[config.mk]
export PLATFORM = sky130hd
export DESIGN_NAME = ucode_sequencer
export DESIGN_NICKNAME = d
export VERILOG_FILES = /design/src/rtl/ucode_pkg.sv /design/src/rtl/ucode_out_reg.sv /design/src/rtl/ucode_sequencer.sv
export SDC_FILE = /design/constraint.sdc
export NUM_CORES = 1
export LEC_CHECK = 0
export BUFFER_PORTS_ARGS = -buffer_cell sky130_fd_sc_hd__buf_2
export CORE_UTILIZATION = 25
export DETAILED_ROUTE_END_ITERATION = 10
export PLACE_DENSITY_LB_ADDON = 0.15
export SYNTH_ARGS = -nofsm -noshare
export SYNTH_HDL_FRONTEND = slang
export SYNTH_SLANG_ARGS = --single-unit
[constraint.sdc]
create_clock -name clk -period 1.6 [get_ports clk]
set_input_delay 0.24 -clock clk [delete_from_list [all_inputs] [get_ports clk]]
set_output_delay 0.24 -clock clk [all_outputs]
set_load 0.02 [all_outputs]
[src/rtl/ucode_pkg.sv]
// ============================================================================
// Module : ucode_pkg
// Brief  : Shared types, program-table field extraction and program-id
//          constants for the microcode sequencer and its decode-side users.
// Rev    : 1.0  initial release
// ============================================================================
`default_nettype none

package ucode_pkg;

  typedef enum logic [0:0] {
    ST_IDLE = 1'b0,
    ST_RUN  = 1'b1
  } ucode_state_e;

  // Widest program table the extract helpers accept
  localparam int unsigned TBL_MAX_W = 4096;

  localparam int unsigned UC_PID_NOP     = 0;
  localparam int unsigned UC_PID_RESET   = 1;
  localparam int unsigned UC_PID_DIV     = 2;
  localparam int unsigned UC_PID_STRCOPY = 3;

  function automatic int unsigned prog_w(input int unsigned num_prog);
    return (num_prog < 2) ? 1 : $clog2(num_prog);
  endfunction

  // Each entry is {offset, len_m1}, program 0 in the LSBs
  function automatic logic [31:0] tbl_offset(input logic [TBL_MAX_W-1:0] tbl,
                                             input int unsigned addr_w,
                                             input int unsigned prog);
    return 32'(tbl >> (prog * 2 * addr_w + addr_w)) & ((32'd1 << addr_w) - 32'd1);
  endfunction

  function automatic logic [31:0] tbl_len_m1(input logic [TBL_MAX_W-1:0] tbl,
                                             input int unsigned addr_w,
                                             input int unsigned prog);
    return 32'(tbl >> (prog * 2 * addr_w)) & ((32'd1 << addr_w) - 32'd1);
  endfunction

endpackage

`default_nettype wire

[src/rtl/ucode_out_reg.sv]
// ============================================================================
// Module : ucode_out_reg
// Brief  : Single-entry valid/ready output register (data + last) with flush.
// Rev    : 1.0  initial release
// ============================================================================
`default_nettype none

module ucode_out_reg #(
  parameter int unsigned DATA_W = 8
) (
  input  logic              clk,
  input  logic              rst_n,
  input  logic              i_flush,
  input  logic              i_load,
  input  logic [DATA_W-1:0] i_data,
  input  logic              i_last,
  input  logic              i_ready,
  output logic              o_valid,
  output logic [DATA_W-1:0] o_data,
  output logic              o_last,
  output logic              o_slot_free
);

  logic              r_valid;
  logic [DATA_W-1:0] r_data;
  logic              r_last;

  always_ff @(posedge clk or negedge rst_n) begin
    if (!rst_n) begin
      r_valid <= 1'b0;
      r_data  <= '0;
      r_last  <= 1'b0;
    end else if (i_flush) begin
      r_valid <= 1'b0;
      r_last  <= 1'b0;
    end else if (i_load) begin
      r_valid <= 1'b1;
      r_data  <= i_data;
      r_last  <= i_last;
    end else if (i_ready) begin
      // Word drained (or slot already empty) and nothing new to show
      r_valid <= 1'b0;
      r_last  <= 1'b0;
    end
  end

  assign o_valid     = r_valid;
  assign o_data      = r_data;
  assign o_last      = r_last;
  assign o_slot_free = ~r_valid | i_ready;

endmodule

`default_nettype wire

[src/rtl/ucode_sequencer.sv]
// ============================================================================
// Module : ucode_sequencer
// Brief  : Walks a micro-program out of an async ROM and emits one registered
//          micro-op per cycle on a valid/ready port. UCODE_REPEAT_EN enables
//          multi-pass programs via i_rep_count.
// Rev    : 1.0  initial release
// ============================================================================
`default_nettype none

module ucode_sequencer
  import ucode_pkg::*;
#(
  parameter int unsigned                    NUM_PROG   = 8,
  parameter int unsigned                    ADDR_W     = 5,
  parameter int unsigned                    WORD_W     = 128,
  parameter logic [NUM_PROG*2*ADDR_W-1:0]   PROG_TABLE = '0,
  parameter int unsigned                    REP_W      = 16,
  localparam int unsigned                   PROG_W     = prog_w(NUM_PROG)
) (
  input  logic              clk,
  input  logic              rst_n,
  input  logic              i_flush,
  input  logic              i_prog_valid,
  output logic              o_prog_ready,
  input  logic [PROG_W-1:0] i_prog_id,
  input  logic [REP_W-1:0]  i_rep_count,
  output logic [ADDR_W-1:0] o_rom_addr,
  input  logic [WORD_W-1:0] i_rom_data,
  output logic              o_uop_valid,
  input  logic              i_uop_ready,
  output logic [WORD_W-1:0] o_uop_word,
  output logic              o_uop_last,
  output logic [PROG_W-1:0] o_uop_prog,
  output logic              o_busy,
  output logic              o_done
);

  localparam logic [TBL_MAX_W-1:0] C_TBL = TBL_MAX_W'(PROG_TABLE);

  ucode_state_e      r_state, w_state_nxt;
  logic [ADDR_W-1:0] r_count, w_count_nxt;
  logic [PROG_W-1:0] r_prog,  w_prog_nxt;

  logic [ADDR_W-1:0] w_off_tbl [NUM_PROG];
  logic [ADDR_W-1:0] w_len_tbl [NUM_PROG];
  logic [ADDR_W-1:0] w_off;
  logic [ADDR_W-1:0] w_len_m1;

  logic              w_slot_free;
  logic              w_load;
  logic              w_end_of_pass;
  logic              w_more_passes;
  logic              w_final_word;
  logic [WORD_W+PROG_W-1:0] w_out_data;

  for (genvar p = 0; p < NUM_PROG; p++) begin : g_tbl
    assign w_off_tbl[p] = ADDR_W'(tbl_offset(C_TBL, ADDR_W, p));
    assign w_len_tbl[p] = ADDR_W'(tbl_len_m1(C_TBL, ADDR_W, p));
  end

  assign w_off    = w_off_tbl[r_prog];
  assign w_len_m1 = w_len_tbl[r_prog];

  // Address wraps modulo 2^ADDR_W by construction
  assign o_rom_addr = w_off + r_count;

`ifdef UCODE_REPEAT_EN
  logic [REP_W-1:0] r_pass, w_pass_nxt;

  assign w_more_passes = (r_pass != '0);

  always_ff @(posedge clk or negedge rst_n) begin
    if (!rst_n) begin
      r_pass <= '0;
    end else begin
      r_pass <= w_pass_nxt;
    end
  end
`else
  logic w_unused_rep;
  assign w_unused_rep  = ^i_rep_count;
  assign w_more_passes = 1'b0;
`endif

  assign o_prog_ready  = (r_state == ST_IDLE) & ~i_flush;
  assign w_end_of_pass = (r_count == w_len_m1);
  assign w_final_word  = w_end_of_pass & ~w_more_passes;
  assign w_load        = (r_state == ST_RUN) & w_slot_free & ~i_flush;

  always_comb begin
    w_state_nxt = r_state;
    w_count_nxt = r_count;
    w_prog_nxt  = r_prog;
`ifdef UCODE_REPEAT_EN
    w_pass_nxt  = r_pass;
`endif
    if (i_flush) begin
      w_state_nxt = ST_IDLE;
      w_count_nxt = '0;
    end else begin
      case (r_state)
        ST_IDLE: begin
          if (i_prog_valid) begin
            w_prog_nxt  = i_prog_id;
            w_count_nxt = '0;
            w_state_nxt = ST_RUN;
`ifdef UCODE_REPEAT_EN
            w_pass_nxt  = i_rep_count;
`endif
          end
        end
        ST_RUN: begin
          if (w_slot_free) begin
            if (!w_end_of_pass) begin
              w_count_nxt = r_count + ADDR_W'(1);
            end else if (w_more_passes) begin
              w_count_nxt = '0;
`ifdef UCODE_REPEAT_EN
              w_pass_nxt  = r_pass - REP_W'(1);
`endif
            end else begin
              w_state_nxt = ST_IDLE;
            end
          end
        end
        default: begin
          w_state_nxt = ST_IDLE;
        end
      endcase
    end
  end

  always_ff @(posedge clk or negedge rst_n) begin
    if (!rst_n) begin
      r_state <= ST_IDLE;
      r_count <= '0;
      r_prog  <= '0;
    end else begin
      r_state <= w_state_nxt;
      r_count <= w_count_nxt;
      r_prog  <= w_prog_nxt;
    end
  end

  ucode_out_reg #(
    .DATA_W (WORD_W + PROG_W)
  ) u_out_reg (
    .clk         (clk),
    .rst_n       (rst_n),
    .i_flush     (i_flush),
    .i_load      (w_load),
    .i_data      ({i_rom_data, r_prog}),
    .i_last      (w_final_word),
    .i_ready     (i_uop_ready),
    .o_valid     (o_uop_valid),
    .o_data      (w_out_data),
    .o_last      (o_uop_last),
    .o_slot_free (w_slot_free)
  );

  assign o_uop_word = w_out_data[WORD_W+PROG_W-1:PROG_W];
  assign o_uop_prog = w_out_data[PROG_W-1:0];

  // A flushed last word never reports completion
  assign o_done = o_uop_valid & i_uop_ready & o_uop_last & ~i_flush;
  assign o_busy = (r_state == ST_RUN) | o_uop_valid;

endmodule

`default_nettype wire

==> results of run 1 <==
[cells in the final DEF (no fill, tap or decap), drive strengths merged, types with 3 or more instances in the layout]
cell | synthesis | layout
nand3b | 3 | 3
nand3 | 3 | 3
inv | 2 | 3
and2 | 3 | 3
nor2 | 10 | 10
bufinv | 0 | 4
clkbuf | 1 | 25
clkinv | 0 | 6
nand2 | 3 | 3
buf | 15 | 313
mux2 | 135 | 135
dfrtp | 142 | 142
[path summary, 6_finish.rpt]
| kind | endpoint | slack, ns | cells after the start |
|---|---|---|---|
| worst max register to register | u_out_reg.o_data[49] | 0.03 | 7 |
| worst min-delay path | u_out_reg.o_data[52] | 0.05 | 2 |
| worst max-delay path | u_out_reg.o_data[49] | 0.03 | 7 |
| min in group asynchronous | u_out_reg.o_data[18] | 0.35 | 2 |
| max in group asynchronous | u_out_reg.o_data[67] | 0.68 | 3 |
| worst min register to register | u_out_reg.o_data[46] | 0.50 | 1 |
[report_power, final]
group          total (mW)  internal, mW  switching (mW)
Combinational        4.16          2.04            2.12
Clock                4.19          2.62            1.57
Sequential           5.00          4.52           0.484
Total                13.3          9.17            4.18
[sequential cells by signal, indices dropped and copies added (netlist names)]
signal,count
r_state,1
u_out_reg.o_valid,1
r_count,5
r_prog,3
u_out_reg.o_last,1
u_out_reg.o_data,131
[through the flow]
stage               worst slack (ns)  instances
global placement              0.0286        941
detailed placement           -0.0206        941
floorplan                     0.0332        336
global route                 -0.0359        991
finish                        0.0315        991
CTS                          -0.0329        977
[what timing repair did]
item | in CTS | in global routing
hold buffers | 1 | 0
resized for setup | 7 | 31
hold endpoints to repair | 37 | 0
pin swaps | 1 | 2
endpoints found under the setup margin | 24 | 107
cloned | 0 | 9
setup buffers | 3 | 5
[cell type report]
cell class,instances,share of cell area
clock inverter,13,0.0213
inverter,2,0.000846
sequential,142,0.401
multi-input combinational,176,0.251
tap,319,0.0450
clock buffer,19,0.0488
timing repair buffer,320,0.232
[layer usage]
metal,track usage,vias to the layer above,wire length (um)
met5,0,-,17
met4,0.0430,2,165
met2,0.195,180,7190
met3,0.0522,14,1280
li1,-,1829,-
met1,0.143,1946,6900
[cell families (layout without fill, tap and decap cells)]
family / Yosys count / count (layout) / share of synthesized area
buffers and inverters: 18 / 354 / 0.0415
AND/OR/NAND/NOR: 32 / 32 / 0.0350
flip-flops: 142 / 142 / 0.598
multiplexers: 137 / 137 / 0.316
AO/OA/AOI/OAI: 5 / 5 / 0.00505
adder cells (fa/ha/maj): 2 / 2 / 0.00421
==> metrics.txt, run 1 <==
outcome complete, no violations; hold slack 0.0547 ns; worst min-delay path class in -> reg; fmax 638 MHz; Final Routed Wirelength 15.6 mm; final setup violation count 0; Final GP Congestion 0.700; total global-route track usage 0.121; HPWL after DPL 10.5 mm; Design Power 13.3 mW; drt via density 4.01; clock input transition at the sequential cells of the worst setup and hold paths 0.06 ns; Post-DRT Antenna Nets 0; area delta synth->final 49.3%; Initial Utilization 0.254; Post-Syn Nets 490; setup TNS 0 ns; CTS tree yes; synth unique cells 31; final core occ 0.379; largest area contributor in the netlist dfrtp_1; clk_lat worst skew 0.41 ns; Worst R2R Start u_out_reg.o_valid; initial drt markers 149; Worst Setup End Kind register; largest net degree at the start of global routing 43; top-count cell post-synth dfrtp_1; CTS Buffer Depth 2; Startpoint Class register; H-tree levels 4; most frequent cells after synthesis dfrtp_1, mux2_4, mux2_2; Hold Vio Cnt, Final 0; Routed wire per std cell 15.7 um; CP Buf/Inv Count 3; final net count 813; family with the most delay on the worst path buffers and inverters; EDFF count, synth 0; FF+latch area 3550 um^2; CP max FO 7; die footprint 24,400 um^2; mapped cell area 5940 um^2; Period minus WS final 1.57 ns; power per cell area 1500 nW/um^2; Seq cells post-synth 142; Mapped Cells 336; design area 8870 um^2; Max Slew Vio Count 0; worst IR drop on VDD 0.710 mV; crit path kind reg -> reg; top_reg_cell synth dfrtp_1; vias in the first global route 4,256; die height 156 um; DP Area 7840 um^2; CTS Buf Count 17; area of the multi-input gates 2230 um^2; crit path cell chain nand2b_4, nand2_4, nor2_8, buf_12, buf_8, clkbuf_16, mux2_4; share of layout cells above drive strength 1 0.729; Mapped Avg Cell Area 17.7 um^2; Clock Sinks 142; grt total ovfl 0; # fillers 2,303; slowest CP cell dfrtp_1; initial antenna violation count 1; I/O Buffers 276; Seq/Total Area, Yosys 0.598; Critical Path Start u_out_reg.o_valid; relative slew slack 0.689; diode count 0; Top Ports 293; crit-path max cell delay 0.42 ns; synth top area cells dfrtp_1, mux2_4, mux2_2; crit path DAT 1.86 ns; Max Clock Skew 0.0100 ns; fin crit share 0.980; top cell type's share of synthesized area 0.598; via count 3,971; row cnt 56; Core Region 23,400 um^2; first-pass GRT wire length 22.7 mm; Die Span X 156 um; Worst Tran Pin Value 0.467 ns; Max-cap violations 0; asr flop ratio synth 1.00; DRC 0; leakage power 4.44 nW; DR pass1 iterations 4; unrepaired setup endpoints after global routing true; Ys Warns 0; critical path required time 1.89 ns; hold_sp i_rom_data[49]; CTS root buffer clkbuf_16
(Power assumes the default switching activity.)
==> inputs of run 2 (changes only) <==
ABC_AREA = 1   (was not set)
SETUP_SLACK_MARGIN = 0.3   (was not set)
==> metrics.txt, run 2 <==
outcome complete, no violations; Final Routed Wirelength 21.8 mm; most common cell after layout, fill and taps aside buf_2; clk_lat worst skew 0.41 ns; asr flop ratio synth 1.00; Mapped Avg Cell Area 8.86 um^2; Design Power 12.1 mW; Final WS setup 0.158 ns; I/O Buffers 276; Internal 8.04 mW; total global-route track usage 0.160; Core Region 22,600 um^2; Seq/Total Area, Yosys 0.619; worst IR drop on VDD 0.526 mV; Startpoint Class register; row cnt 55; Post-Syn Nets 802; vias in the first global route 5,223; first-pass GRT wire length 29.2 mm; Max-cap violations 0; CTS Buf Count 17; FF+latch area 3560 um^2; setup TNS 0 ns; DRC 0; crit path cell chain inv_2, nor2_4, clkinv_4, buf_12, buf_8, clkbuf_16, nand3_1, nand2_1; Clk pwr share 0.334; CTS tree yes; die height 154 um; Seq cells post-synth 142; Final GP Congestion 0.730; Routed wire per std cell 17.1 um; crit path DAT 1.74 ns; crit path kind reg -> reg; family with the most delay on the worst path buffers and inverters; DP Cell Count 1,187; sw frac 0.334; EDFF count, synth 0; HPWL after DPL 12.3 mm; CTS Buffer Depth 2; top_reg_cell synth dfrtp_1; CTS root buffer clkbuf_16; Die Span X 154 um; CP max FO 6; die footprint 23,600 um^2; commonest cells after routing, fill and taps aside buf_2, nand2_1, dfrtp_1; synth unique cells 18; Finished Layout Cells 1,278; Worst Setup End Kind register; Ys Warns 0; fmax 693 MHz; area of the multi-input gates 2370 um^2; via count 5,661; synth top area cells dfrtp_1, nand2_1, nand3_1; top cell type's share of synthesized area 0.619; final setup violation count 0; grt total ovfl 0; Hold Vio Cnt, Final 0; unrepaired setup endpoints after global routing true; relative slew slack 0.645; dpl ws 0.174 ns; largest net degree at the start of global routing 67; Top Ports 293; Seq pwr share 0.395; area delta synth->final 67.7%; DR pass1 iterations 6; # fillers 2,289; power per cell area 1250 nW/um^2; CP Buf/Inv Count 5; share of layout cells above drive strength 1 0.486; critical path required time 1.90 ns; leakage power 5.32 nW; Period minus WS final 1.44 ns; fin crit share 0.901; Max Slew Vio Count 0; Comb pwr share 0.272; crit-path max cell delay 0.38 ns; top-count cell post-synth nand2_1; final net count 1,134; slowest CP cell dfrtp_2; Max Clock Skew 0.00434 ns; Mapped Cells 648; Clock Sinks 142; H-tree levels 4; largest area contributor in the netlist dfrtp_1; Post-DRT Antenna Nets 0; clock input transition at the sequential cells of the worst setup and hold paths 0.06 ns; max FFs per register 131; most frequent cells after synthesis nand2_1, dfrtp_1, nand3_1; mapped cell area 5740 um^2; initial drt markers 327; Worst Tran Pin Value 0.533 ns; drt via density 4.43; hold slack 0.0537 ns; worst min-delay path class in -> reg; Switch Pwr 4.04 mW; Initial Utilization 0.254; initial antenna violation count 3
==> run 2: path summary, 6_finish.rpt <==
kind                                           start               endpoint  slack [ns]  cells after the start
max in group asynchronous                      rst_n   u_out_reg.o_data[60]        0.67                      3
worst min register to register  u_out_reg.o_data[58]   u_out_reg.o_data[58]        0.46                      2
worst min-delay path                 i_rom_data[126]  u_out_reg.o_data[129]        0.05                      3
min in group asynchronous                      rst_n   u_out_reg.o_data[36]        0.36                      2
worst max-delay path               u_out_reg.o_valid   u_out_reg.o_data[90]        0.16                      8
worst max register to register     u_out_reg.o_valid   u_out_reg.o_data[90]        0.16                      8
==> run 2: worst register-to-register path, delay by kind of cell, from the launching register on <==
kind / cells / cell delay [ns]
DFF: 1 / 0.38
buffers and inverters: 5 / 0.65
and+or+nand+nor: 3 / 0.30
==> run 2: kinds of logic (layout without fill, tap and decap cells) <==
| group | count (synthesis) | after routing | synth area share |
|---|---|---|---|
| AOI/OAI and AO/OA | 4 | 4 | 0.00349 |
| xor gates and xnor gates | 1 | 1 | 0.00153 |
| adders and majority gates | 2 | 2 | 0.00436 |
| buffers and inverters | 52 | 395 | 0.0451 |
| DFF | 142 | 142 | 0.619 |
| other | 0 | 2 | 0 |
| and+or+nand+nor | 447 | 447 | 0.327 |
==> run 2: final cells by class <==
cell class,instances,share of cell area
Antenna cell,2,0.000519
Clock buffer,19,0.0460
Clock inverter,11,0.0148
Inverter,9,0.00403
Multi-Input combinational cell,454,0.246
Sequential cell,142,0.369
Tap cell,285,0.0370
Timing Repair Buffer,356,0.282
==> run 2: power by group through the flow <==
| stage | Clock (mW) | Combinational (mW) | Sequential (mW) |
|---|---|---|---|
| after detailed placement | 0 | 2.95 | 4.75 |
| final | 4.03 | 3.28 | 4.77 |
| after CTS | 4.16 | 3.00 | 4.70 |
| after global routing | 4.33 | 3.55 | 4.86 |
| after floorplan | 0 | 0.698 | 5.67 |
| after global placement | 0 | 2.93 | 4.73 |
==> run 2: what timing repair did <==
action	4_1_cts	5_1_grt
gates cloned	2	23
hold buffers	1	0
pin swaps	4	28
endpoints found under the hold margin	38	0
gates resized for setup	17	142
buffers inserted	6	27
setup endpoints to repair	142	133
==> run 2: per-stage QoR <==
stage,cell area [um^2],utilization
after floorplan,5750,-
after global placement,7590,0.336
after detailed placement,7590,0.336
after CTS,8370,0.371
after global routing,9640,0.427
final,9640,0.427
==> run 2: routing by layer <==
metal	share of wire	vias to the layer above	wire, um	GRT usage
li1	-	2759	-	-
met4	0.011	2	246	0.0505
met1	0.46	2699	10100	0.213
met5	0.00060	-	13	0
met3	0.057	18	1250	0.0521
met2	0.47	183	10200	0.247
==> inputs of run 3 (changes only) <==
ABC_AREA = not set   (was 1)
==> metrics.txt, run 3 (synthesized netlist as in run 1, its figures left out) <==
outcome complete, no violations; die footprint 24,400 um^2; Initial Utilization 0.254; CP dominant cell by count buf_6; relative slew slack 0.725; Max Slew Vio Count 0; max FFs per register 131; diode count 0; drt via density 4.09; Worst R2R Start u_out_reg.o_valid; Top Ports 293; Seq pwr share 0.381; Startpoint Class register; final setup violation count 0; hold path endpoint u_out_reg.o_data[12]; H-tree levels 4; final net count 813; die height 156 um; Core Region 23,400 um^2; Final Routed Wirelength 15.5 mm; DRC 0; clk_lat worst skew 0.41 ns; commonest cells after routing, fill and taps aside buf_2, dfrtp_1, mux2_4; initial antenna violation count 1; R2R depth 6; power per cell area 1450 nW/um^2; Design Power 13.1 mW; CTS tree yes; unrepaired setup endpoints after global routing true; Routed wire per std cell 15.7 um; first-pass GRT wire length 23.2 mm; hold_sp i_rom_data[9]; Final GP Congestion 0.693; critical path required time 1.36 ns; Max-cap violations 0; vias in the first global route 4,275; slowest CP cell dfrtp_2; Comb pwr share 0.319; family with the most delay on the worst path flip-flops; leakage power 4.45 nW; dpl ws 0.0317 ns; crit path cell chain buf_6, or2_4, buf_6; crit-path max cell delay 0.43 ns; crit path kind reg -> out; Clk pwr share 0.300; CP max FO 4; worst hold stages 2; Final WS setup 0.0304 ns; CTS root buffer clkbuf_16; worst min-delay path class in -> reg; sw frac 0.328; final core occ 0.386; CTS Buffer Depth 2; fin crit share 0.981; area delta synth->final 51.9%; Period minus WS final 1.57 ns; worst IR drop on VDD 0.599 mV; Max Clock Skew 0.00979 ns; Switch Pwr 4.28 mW; Die Span X 156 um; r2r setup slk 0.05 ns; most common cell after layout, fill and taps aside buf_2; CTS Buf Count 17; DR pass1 iterations 4; largest net degree at the start of global routing 40; via count 4,050; Internal 8.78 mW; row cnt 56; Worst Setup End Kind primary output; crit path DAT 1.33 ns; Post-DRT Antenna Nets 0; grt total ovfl 0; CP Buf/Inv Count 2; Worst Tran Pin Value 0.412 ns; Worst R2R End u_out_reg.o_data[124]; I/O Buffers 276; Clock Sinks 142; initial drt markers 116; clock input transition at the sequential cells of the worst setup and hold paths 0.07 ns; HPWL after DPL 10.5 mm; Hold Vio Cnt, Final 0; fmax 637 MHz; total global-route track usage 0.125; share of layout cells above drive strength 1 0.766; # fillers 2,278
-- run 3: cell count changes in the layout (fill, tap and decap cells not counted), moves of 6 or more --
cell | before | now
nand2_1 | 234 | 2
buf_12 | 18 | 9
nand2_4 | 19 | 1
buf_4 | 24 | 13
nand3_2 | 23 | 1
buf_8 | 7 | 1
nand3_1 | 116 | 0
clkbuf_16 | 31 | 18
nand2_2 | 37 | 0
mux2_2 | 0 | 27
mux2_4 | 0 | 108
-- run 3: final cells by class --
cell class	instances	area, um^2	area share
Clock buffer	18	439	0.0487
Clock inverter	14	146	0.0162
Inverter	2	7.51	0.000832
Multi-Input combinational cell	176	2340	0.259
Sequential cell	142	3560	0.395
Tap cell	319	399	0.0442
Timing Repair Buffer	320	2130	0.236
-- run 3: per-layer routing --
metal | share of wire | vias up | GRT usage
li1 | - | 1833 | -
met1 | 0.43 | 2020 | 0.154
met2 | 0.47 | 180 | 0.200
met3 | 0.088 | 15 | 0.0475
met4 | 0.011 | 2 | 0.0411
met5 | 0.00084 | - | 0
-- run 3: what timing repair did --
action / in CTS / in global routing
setup buffers: 16 / 3
setup endpoints to repair: 146 / 150
endpoints found under the hold margin: 35 / 0
resized for setup: 50 / 28
pin swaps: 2 / 6
hold buffers: 1 / 0
gates cloned: 5 / 1
-- run 3: worst max-delay path by stage --
stage,from,end,cells past startpoint
6_report,u_out_reg.o_valid,o_busy,3
5_1_grt,u_out_reg.o_valid,o_busy,3
4_1_cts,u_out_reg.o_valid,o_busy,3
3_5_place_dp,u_out_reg.o_valid,u_out_reg.o_data[94],5
3_3_place_gp,u_out_reg.o_valid,u_out_reg.o_data[102],5
2_1_floorplan,r_count[1],r_count[0],6
-- run 3: power by group through the flow --
stage / combinational (mW) / clock [mW] / sequential (mW)
final: 4.17 / 3.92 / 4.98
after global routing: 4.42 / 4.26 / 5.10
after CTS: 4.17 / 4.09 / 4.99
after detailed placement: 3.97 / 0 / 5.04
after global placement: 3.96 / 0 / 5.01
after floorplan: 1.37 / 0 / 6.18
-- run 3: per-stage QoR --
| step | hold slack [ns] | instance area, um^2 | instances | setup TNS, ns |
|---|---|---|---|---|
| after global placement | 0.188 | 7780 | 933 | 0 |
| after floorplan | -0.0556 | 5990 | 336 | 0 |
| after global routing | 0.0280 | 9020 | 991 | -0.0241 |
| after detailed placement | 0.189 | 7780 | 933 | 0 |
| final | 0.0546 | 9020 | 991 | 0 |
| after CTS | 0.0185 | 8850 | 987 | 0 |
